==> src/rtl/debounce_bank.sv <==
// Multi-channel push-button conditioner: per-channel synchroniser, bounce filter FSM, level and press/release strobes.
// Optional auto-repeat of btn_press while held is enabled by defining DEBOUNCE_AUTOREPEAT_EN.
module debounce_bank #(
   parameter int CHANNELS      = 4,
   parameter int SYNC_STAGES   = 2,
   parameter int CNT_W         = 20,
   parameter int STABLE_CNT    = 1000000,
   parameter int REPEAT_DELAY  = 5000000,
   parameter int REPEAT_PERIOD = 1000000
) (
   input  logic                clk,
   input  logic                rst,
   input  logic [CHANNELS-1:0] btn_in,
   output logic [CHANNELS-1:0] btn_level,
   output logic [CHANNELS-1:0] btn_press,
   output logic [CHANNELS-1:0] btn_release
);

`ifdef DEBOUNCE_AUTOREPEAT_EN
   localparam bit AUTOREPEAT = 1'b1;
`else
   localparam bit AUTOREPEAT = 1'b0;
`endif

   // The counter is shared between stability and repeat timing, so it is
   // widened when the repeat intervals need more bits than CNT_W.
   localparam int RPT_MAX = (REPEAT_DELAY > REPEAT_PERIOD) ? REPEAT_DELAY : REPEAT_PERIOD;
   localparam int RPT_W   = (RPT_MAX > 1) ? $clog2(RPT_MAX) : 1;
   localparam int CW      = (AUTOREPEAT && (RPT_W > CNT_W)) ? RPT_W : CNT_W;

   localparam logic [CW-1:0] STABLE_LAST = CW'(STABLE_CNT - 1);
   localparam logic [CW-1:0] CNT_ONE     = CW'(1);
   localparam bit            SHORTCUT    = (STABLE_CNT == 1);

`ifdef DEBOUNCE_AUTOREPEAT_EN
   localparam logic [CW-1:0] DELAY_LAST  = CW'(REPEAT_DELAY - 1);
   localparam logic [CW-1:0] PERIOD_LAST = CW'(REPEAT_PERIOD - 1);
`endif

   typedef enum logic [1:0] {
      LOW       = 2'd0,
      WAIT_HIGH = 2'd1,
      HIGH      = 2'd2,
      WAIT_LOW  = 2'd3
   } state_t;

   for (genvar c = 0; c < CHANNELS; c++) begin : g_ch
      logic [SYNC_STAGES-1:0] sync_q;
      logic [SYNC_STAGES-1:0] sync_d;
      logic                   s;
      state_t                 state_q;
      logic [CW-1:0]          cnt_q;
      logic                   level_q;
      logic                   press_q;
      logic                   release_q;
`ifdef DEBOUNCE_AUTOREPEAT_EN
      logic                   rpt_q;
`endif

      assign sync_d = {sync_q[SYNC_STAGES-2:0], btn_in[c]};
      assign s      = sync_q[SYNC_STAGES-1];

      always_ff @(posedge clk or negedge rst) begin
         if (!rst) begin
            sync_q    <= '0;
            state_q   <= LOW;
            cnt_q     <= '0;
            level_q   <= 1'b0;
            press_q   <= 1'b0;
            release_q <= 1'b0;
`ifdef DEBOUNCE_AUTOREPEAT_EN
            rpt_q     <= 1'b0;
`endif
         end else begin
            sync_q    <= sync_d;
            press_q   <= 1'b0;
            release_q <= 1'b0;
            case (state_q)
               LOW: begin
                  if (s) begin
                     if (SHORTCUT) begin
                        state_q <= HIGH;
                        cnt_q   <= '0;
                        level_q <= 1'b1;
                        press_q <= 1'b1;
`ifdef DEBOUNCE_AUTOREPEAT_EN
                        rpt_q   <= 1'b0;
`endif
                     end else begin
                        state_q <= WAIT_HIGH;
                        cnt_q   <= CNT_ONE;
                     end
                  end
               end
               WAIT_HIGH: begin
                  if (!s) begin
                     state_q <= LOW;
                     cnt_q   <= '0;
                  end else if (cnt_q == STABLE_LAST) begin
                     state_q <= HIGH;
                     cnt_q   <= '0;
                     level_q <= 1'b1;
                     press_q <= 1'b1;
`ifdef DEBOUNCE_AUTOREPEAT_EN
                     rpt_q   <= 1'b0;
`endif
                  end else begin
                     cnt_q <= cnt_q + CNT_ONE;
                  end
               end
               HIGH: begin
                  if (!s) begin
                     if (SHORTCUT) begin
                        state_q   <= LOW;
                        cnt_q     <= '0;
                        level_q   <= 1'b0;
                        release_q <= 1'b1;
                     end else begin
                        state_q <= WAIT_LOW;
                        cnt_q   <= CNT_ONE;
                     end
                  end else begin
`ifdef DEBOUNCE_AUTOREPEAT_EN
                     // First repeat waits REPEAT_DELAY, later ones REPEAT_PERIOD.
                     if (cnt_q == (rpt_q ? PERIOD_LAST : DELAY_LAST)) begin
                        cnt_q   <= '0;
                        press_q <= 1'b1;
                        rpt_q   <= 1'b1;
                     end else begin
                        cnt_q <= cnt_q + CNT_ONE;
                     end
`else
                     cnt_q <= '0;
`endif
                  end
               end
               WAIT_LOW: begin
                  if (s) begin
                     state_q <= HIGH;
                     cnt_q   <= '0;
`ifdef DEBOUNCE_AUTOREPEAT_EN
                     rpt_q   <= 1'b0;
`endif
                  end else if (cnt_q == STABLE_LAST) begin
                     state_q   <= LOW;
                     cnt_q     <= '0;
                     level_q   <= 1'b0;
                     release_q <= 1'b1;
                  end else begin
                     cnt_q <= cnt_q + CNT_ONE;
                  end
               end
               default: begin
                  state_q <= LOW;
                  cnt_q   <= '0;
                  level_q <= 1'b0;
               end
            endcase
         end
      end

      assign btn_level[c]   = level_q;
      assign btn_press[c]   = press_q;
      assign btn_release[c] = release_q;
   end

endmodule

==> config.mk <==
export PLATFORM = sky130hd
export DESIGN_NAME = debounce_bank
export DESIGN_NICKNAME = d
export VERILOG_FILES = /design/src/rtl/debounce_bank.sv
export SDC_FILE = /design/constraint.sdc
export NUM_CORES = 1
export LEC_CHECK = 0
export ABC_AREA = 1
export CORE_MARGIN = 3
export CORE_UTILIZATION = 46
export DETAILED_ROUTE_END_ITERATION = 8
export HOLD_SLACK_MARGIN = 0.12
export PLACE_DENSITY = 0.65
export SLEW_MARGIN = 30
export SYNTH_ARGS = -nofsm -noshare
export SYNTH_HDL_FRONTEND = slang
export SYNTH_SLANG_ARGS = --single-unit
==> constraint.sdc <==
create_clock -name clk -period 1.95 [get_ports clk]
set_input_delay 0.195 -clock clk [delete_from_list [all_inputs] [get_ports clk]]
set_output_delay 0.195 -clock clk [all_outputs]
set_load 0.02 [all_outputs]
Word-level counts from Yosys, hierarchy flattened
Cells that the tools add are included.
- eq/ne operators: 48
- multiplexer cells: 92
- $add $sub $neg: 4
- reductions and logical operators: 16
- operators by type and width (operator ; count):
    $mux 20 ; 16
    $pmux 20 s4 ; 4
    $add 20x1->20 const B ; 4
    $eq 20x20->1 const B ; 4
    $mux 2 ; 24
    $ne 2x2->1 const B ; 24
    $mux 1 ; 40
    $pmux 2 s4 ; 4
    $ne 3x3->1 const B ; 8
    $reduce_and 5->1 ; 4
    $eq 2x2->1 const B ; 8
    $reduce_and 4->1 ; 4
    $eq 2x1->1 const B ; 4
    $logic_not 2->1 ; 4
    $pmux 1 s2 ; 4
    $reduce_bool 2->1 ; 4
- input port bits: 6
- bits in registers: 108
- logic and storage cells: 184

Logic depth before layout (Yosys ltp)
- depth in word-level cells: 4
- depth in mapped cells: 11
- gate-level depth less buffers: 10

Worst setup path before layout
Ideal clock, no wire load.
- path type: flip-flop to flip-flop
- start point: register g_ch[3].cnt_q[0]
- end point: register g_ch[3].cnt_q[13]
- library setup time: 0.133 ns
- required time: 1.817 ns
- period minus slack after synthesis: 1.526 ns
- stages on the path, launching flop included: 10
- path slack: 0.424 ns
- arrival time: 1.393 ns
- cells stage by stage: dfrtp_1 > ha_1 > nand2_1 > nor2_2 > nand3_2 > inv_1 > nand3_2 > nand2_4 > buf_8 > o22ai_2
- longest elaborated chain between the ends: 4
- elaborated cells between the ends (all ways): 6
- those cells by class: add/sub (1); eq/ne (1); mux (4)
- ends and longest elaborated chain (what ; line ; source):
    start: declaration ; 52 ; logic [CW-1:0] cnt_q;
    start signal: assignment ; 108 ; cnt_q <= cnt_q + CNT_ONE;
    start signal: assignment ; 150 ; cnt_q <= cnt_q + CNT_ONE;
    $add 20x1->20 or $eq 20x20->1 (tied branches) ; n/a ;
    $mux 20 * ; 99, 144 ;
    $mux 20, on equally long branches ; 138, 96 ;
    $pmux 20 s4 * ; 78 ; case (state_q)
Mark *: on every way between the ends. The rest lies on a longest branch, timed or not.
A chain may end at the register's enable or synchronous reset.

Final worst setup path
- start point: register g_ch[3].cnt_q[0]
- end point: register g_ch[3].cnt_q[19]
The elaborated chain is that of the path after synthesis.

==> qor.csv <==
metric,value,unit
"critical path fanouts, max",19,
FF-to-FF setup slack,0.18,ns
Clock Latency Late Sink,0.36,ns
Pins Over Slew Limit,0,
number of global-route vias before repair,4959,
Ys Warns,0,
Reg2Reg Capture Point,g_ch[3].cnt_q[19],
die width,121.1,um
Post-Syn Area,0.006097,mm^2
routed via count,5233,
PortBufs,17,
Sum Neg Setup Slack,0,ns
clk root buf,clkbuf_16,
syn nets,828,
first-pass GRT wire length,22290,um
part of the Yosys area used for sequential elements,44.33,%
Final Hold Viols,0,
largest cells by area after synthesis,"dfrtp_1 (44%), nand2_1 (14%), inv_1 (6.7%), nand3_1 (5.9%), nor2_1 (5.5%)",
number of diodes,0,
clock skew,0.008421,ns
initial antenna violation count,0,
Setup crit end kind,flip-flop,
kind of critical path,reg2reg,
clk buf depth,2,
Initial Util,47.73,%
CP Cell Sequence,ha_1 -> nand2_1 -> nor2_2 -> nand3_2 -> inv_1 -> nand3_2 -> nand2_8 -> inv_2 -> nand3_1 -> nand2_1,
"area leader, netlist",dfrtp_1,
H-tree depth,3,
Die ar.,0.01467,mm^2
Worst EP arrival,2.01,ns
Max-cap violations,0,
Hold Crit Class,in2reg,
net switching power,0.001538,W
Post-Synthesis Cells,818,
Congestion Overflow GR,0,
core area,0.01277,mm^2
top post-synthesis cells by count,"nand2_1 (226), inv_1 (109), dfrtp_1 (108), nor2_1 (90), nand3_1 (72)",
post-layout minimum cycle time,1.767,ns
worst reg-to-reg path cell count,10,
RePlAce Congestion,0.9009,
Post-route DRC,0,
Power Dens Cells,750.7,mW/mm^2
"Distinct cells, synth",35,
CTS Buf Count,9,
CP Data Required Time,2.20,ns
Worst slew margin,62.70,%
cell-internal power,0.003481,W
Least-Margin Pin Slew,0.5595,ns
crit start category,flip-flop,
Leak Pwr,2.898,nW
switching part of the total,30.64,%
final WL,12900,um
TritonRoute pass-1 iters,5,
Flop pwr share,49.2,%
Vias/cell,5.202,
Synth Register Bits,108,
Synth Area per Inst,7.454,um^2
clock-pin slew of the registers on the worst-case setup and hold paths,0.07,ns
Achievable Freq,565.9,MHz
layout cell share with drive strength beyond 1,7.074,%
total power,0.005019,W
RSZ-0062 raised after global routing,false,
crit-path max cell delay,0.38,ns
final core occ,52.34,%
GRT Overall Usage,18.60,%
routed len/inst,12.82,um
Routed Antenna Nets,0,
DR iter-0 viols,410,
WP buf/inv,2,
Hold Path Depth,1,
worst r2r src,g_ch[3].cnt_q[0],
ys async rst share,100.0,%
most common cell in the synthesized netlist,nand2_1,
"Max stage delay cell, worst path",dfrtp_1,
Clk pwr share,35.8,%
row count,41,
hold_sp,btn_in[3],
fin crit share,90.63,%
post-synth top area share,44.33,%
WHS Endpoint,g_ch[3].sync_q[0],
combinational power share,15.0,%
Synth-to-Final Area Change,9.645,%
# IOs,18,
outcome,"complete, no violations",
largest net degree at the start of global routing,109,
Worst VDD drop,0.4808,mV
CTS tree,yes,
setup violators final,0,
"Top FF cell, synth",dfrtp_1,
clock net sink count,108,
Post-synth EDFFs,0,
Final nets,839,
post-detail-place hpwl,9256,um
die height,121.1,um
Crit path max-delay family,simple AND/OR/NAND/NOR gates,
-- placed cells by master (no fill, tap or decap), drive strengths merged, types with 15 or more instances in the layout --
| master | synthesis | layout |
|---|---|---|
| nand2 | 234 | 234 |
| inv | 114 | 119 |
| dfrtp | 108 | 108 |
| nor2 | 102 | 102 |
| nand3 | 79 | 79 |
| o21ai | 55 | 55 |
| o22ai | 28 | 28 |
| xor2 | 21 | 21 |
| clkdlybuf4s50 | 0 | 16 |
| nand4 | 15 | 15 |
-- state kept, by name (all words and copies together) (netlist names), named ones only --
name,flops
g_ch.cnt_q,80
g_ch.press_q,4
g_ch.sync_q,8
g_ch.level_q,4
g_ch.release_q,4
g_ch.state_q,4
-- cell type report --
cell class              instances  area, um^2
fillers                      1200        6088
multi-input cells             573        2818
flip-flops and latches        108        2704
inverters                     114       430.4
repair buffers                 23       227.7
clock buffers                   9       225.2
well taps                     172       215.2
clock inverters                 7       65.06
-- power by group through the flow --
stage / Combinational (W) / Clock (W) / Sequential [W]
after floorplan: 0.000559 / 0 / 0.00247
after global placement: 0.000723 / 0 / 0.00250
after detailed placement: 0.000732 / 0 / 0.00251
after CTS: 0.000738 / 0.00187 / 0.00246
after global routing: 0.000848 / 0.00196 / 0.00249
final: 0.000754 / 0.00179 / 0.00247
-- what timing repair did --
action	CTS	global route
hold buffers	1	0
gates resized for setup	0	3
setup endpoints to repair	0	15
hold endpoints to repair	108	0
buffers inserted	0	0
-- metrics by stage --
stage	cells	instance area, um^2	hold slack (ns)	setup slack, ns
after floorplan	818	6097	-0.1006	0.4238
after global placement	989	6370	0.3131	0.1683
after detailed placement	989	6370	0.3158	0.1294
after CTS	1006	6670	0.2623	0.1090
after global routing	1006	6685	0.2504	0.01844
final	1006	6685	0.2760	0.1828
-- metal layers --
metal  vias to the layer above  share of wire, %  track usage [%]
li1                       2627                 -                -
met1                      2479                47            25.10
met2                       111                47            29.70
met4                         0               1.5            5.462
met5                         -                 0                0
met3                        16               4.6            4.709
-- cell families (layout without fill, tap and decap cells) --
family / count (synthesis) / after routing / synth area share, %
AND/OR/NAND/NOR: 446 / 446 / 32.55
adder cells (fa/ha/maj): 4 / 4 / 0.8209
buffers and inverters: 137 / 153 / 9.686
AO/OA/AOI/OAI: 97 / 97 / 8.886
XOR/XNOR: 26 / 26 / 3.735
flip-flops: 108 / 108 / 44.33
-- worst max path at each step --
stage / from / endpoint / slack, ns / cells past startpoint
6_report: g_ch[3].cnt_q[0] / g_ch[3].cnt_q[19] / 0.18 / 10
5_1_grt: g_ch[3].cnt_q[1] / g_ch[3].cnt_q[19] / 0.02 / 10
4_1_cts: g_ch[1].cnt_q[0] / g_ch[1].cnt_q[12] / 0.11 / 8
3_5_place_dp: g_ch[1].cnt_q[0] / g_ch[1].cnt_q[14] / 0.13 / 8
3_3_place_gp: g_ch[1].cnt_q[0] / g_ch[1].cnt_q[12] / 0.17 / 8
2_1_floorplan: g_ch[3].cnt_q[0] / g_ch[3].cnt_q[13] / 0.42 / 9
(Power assumes the default switching activity.)
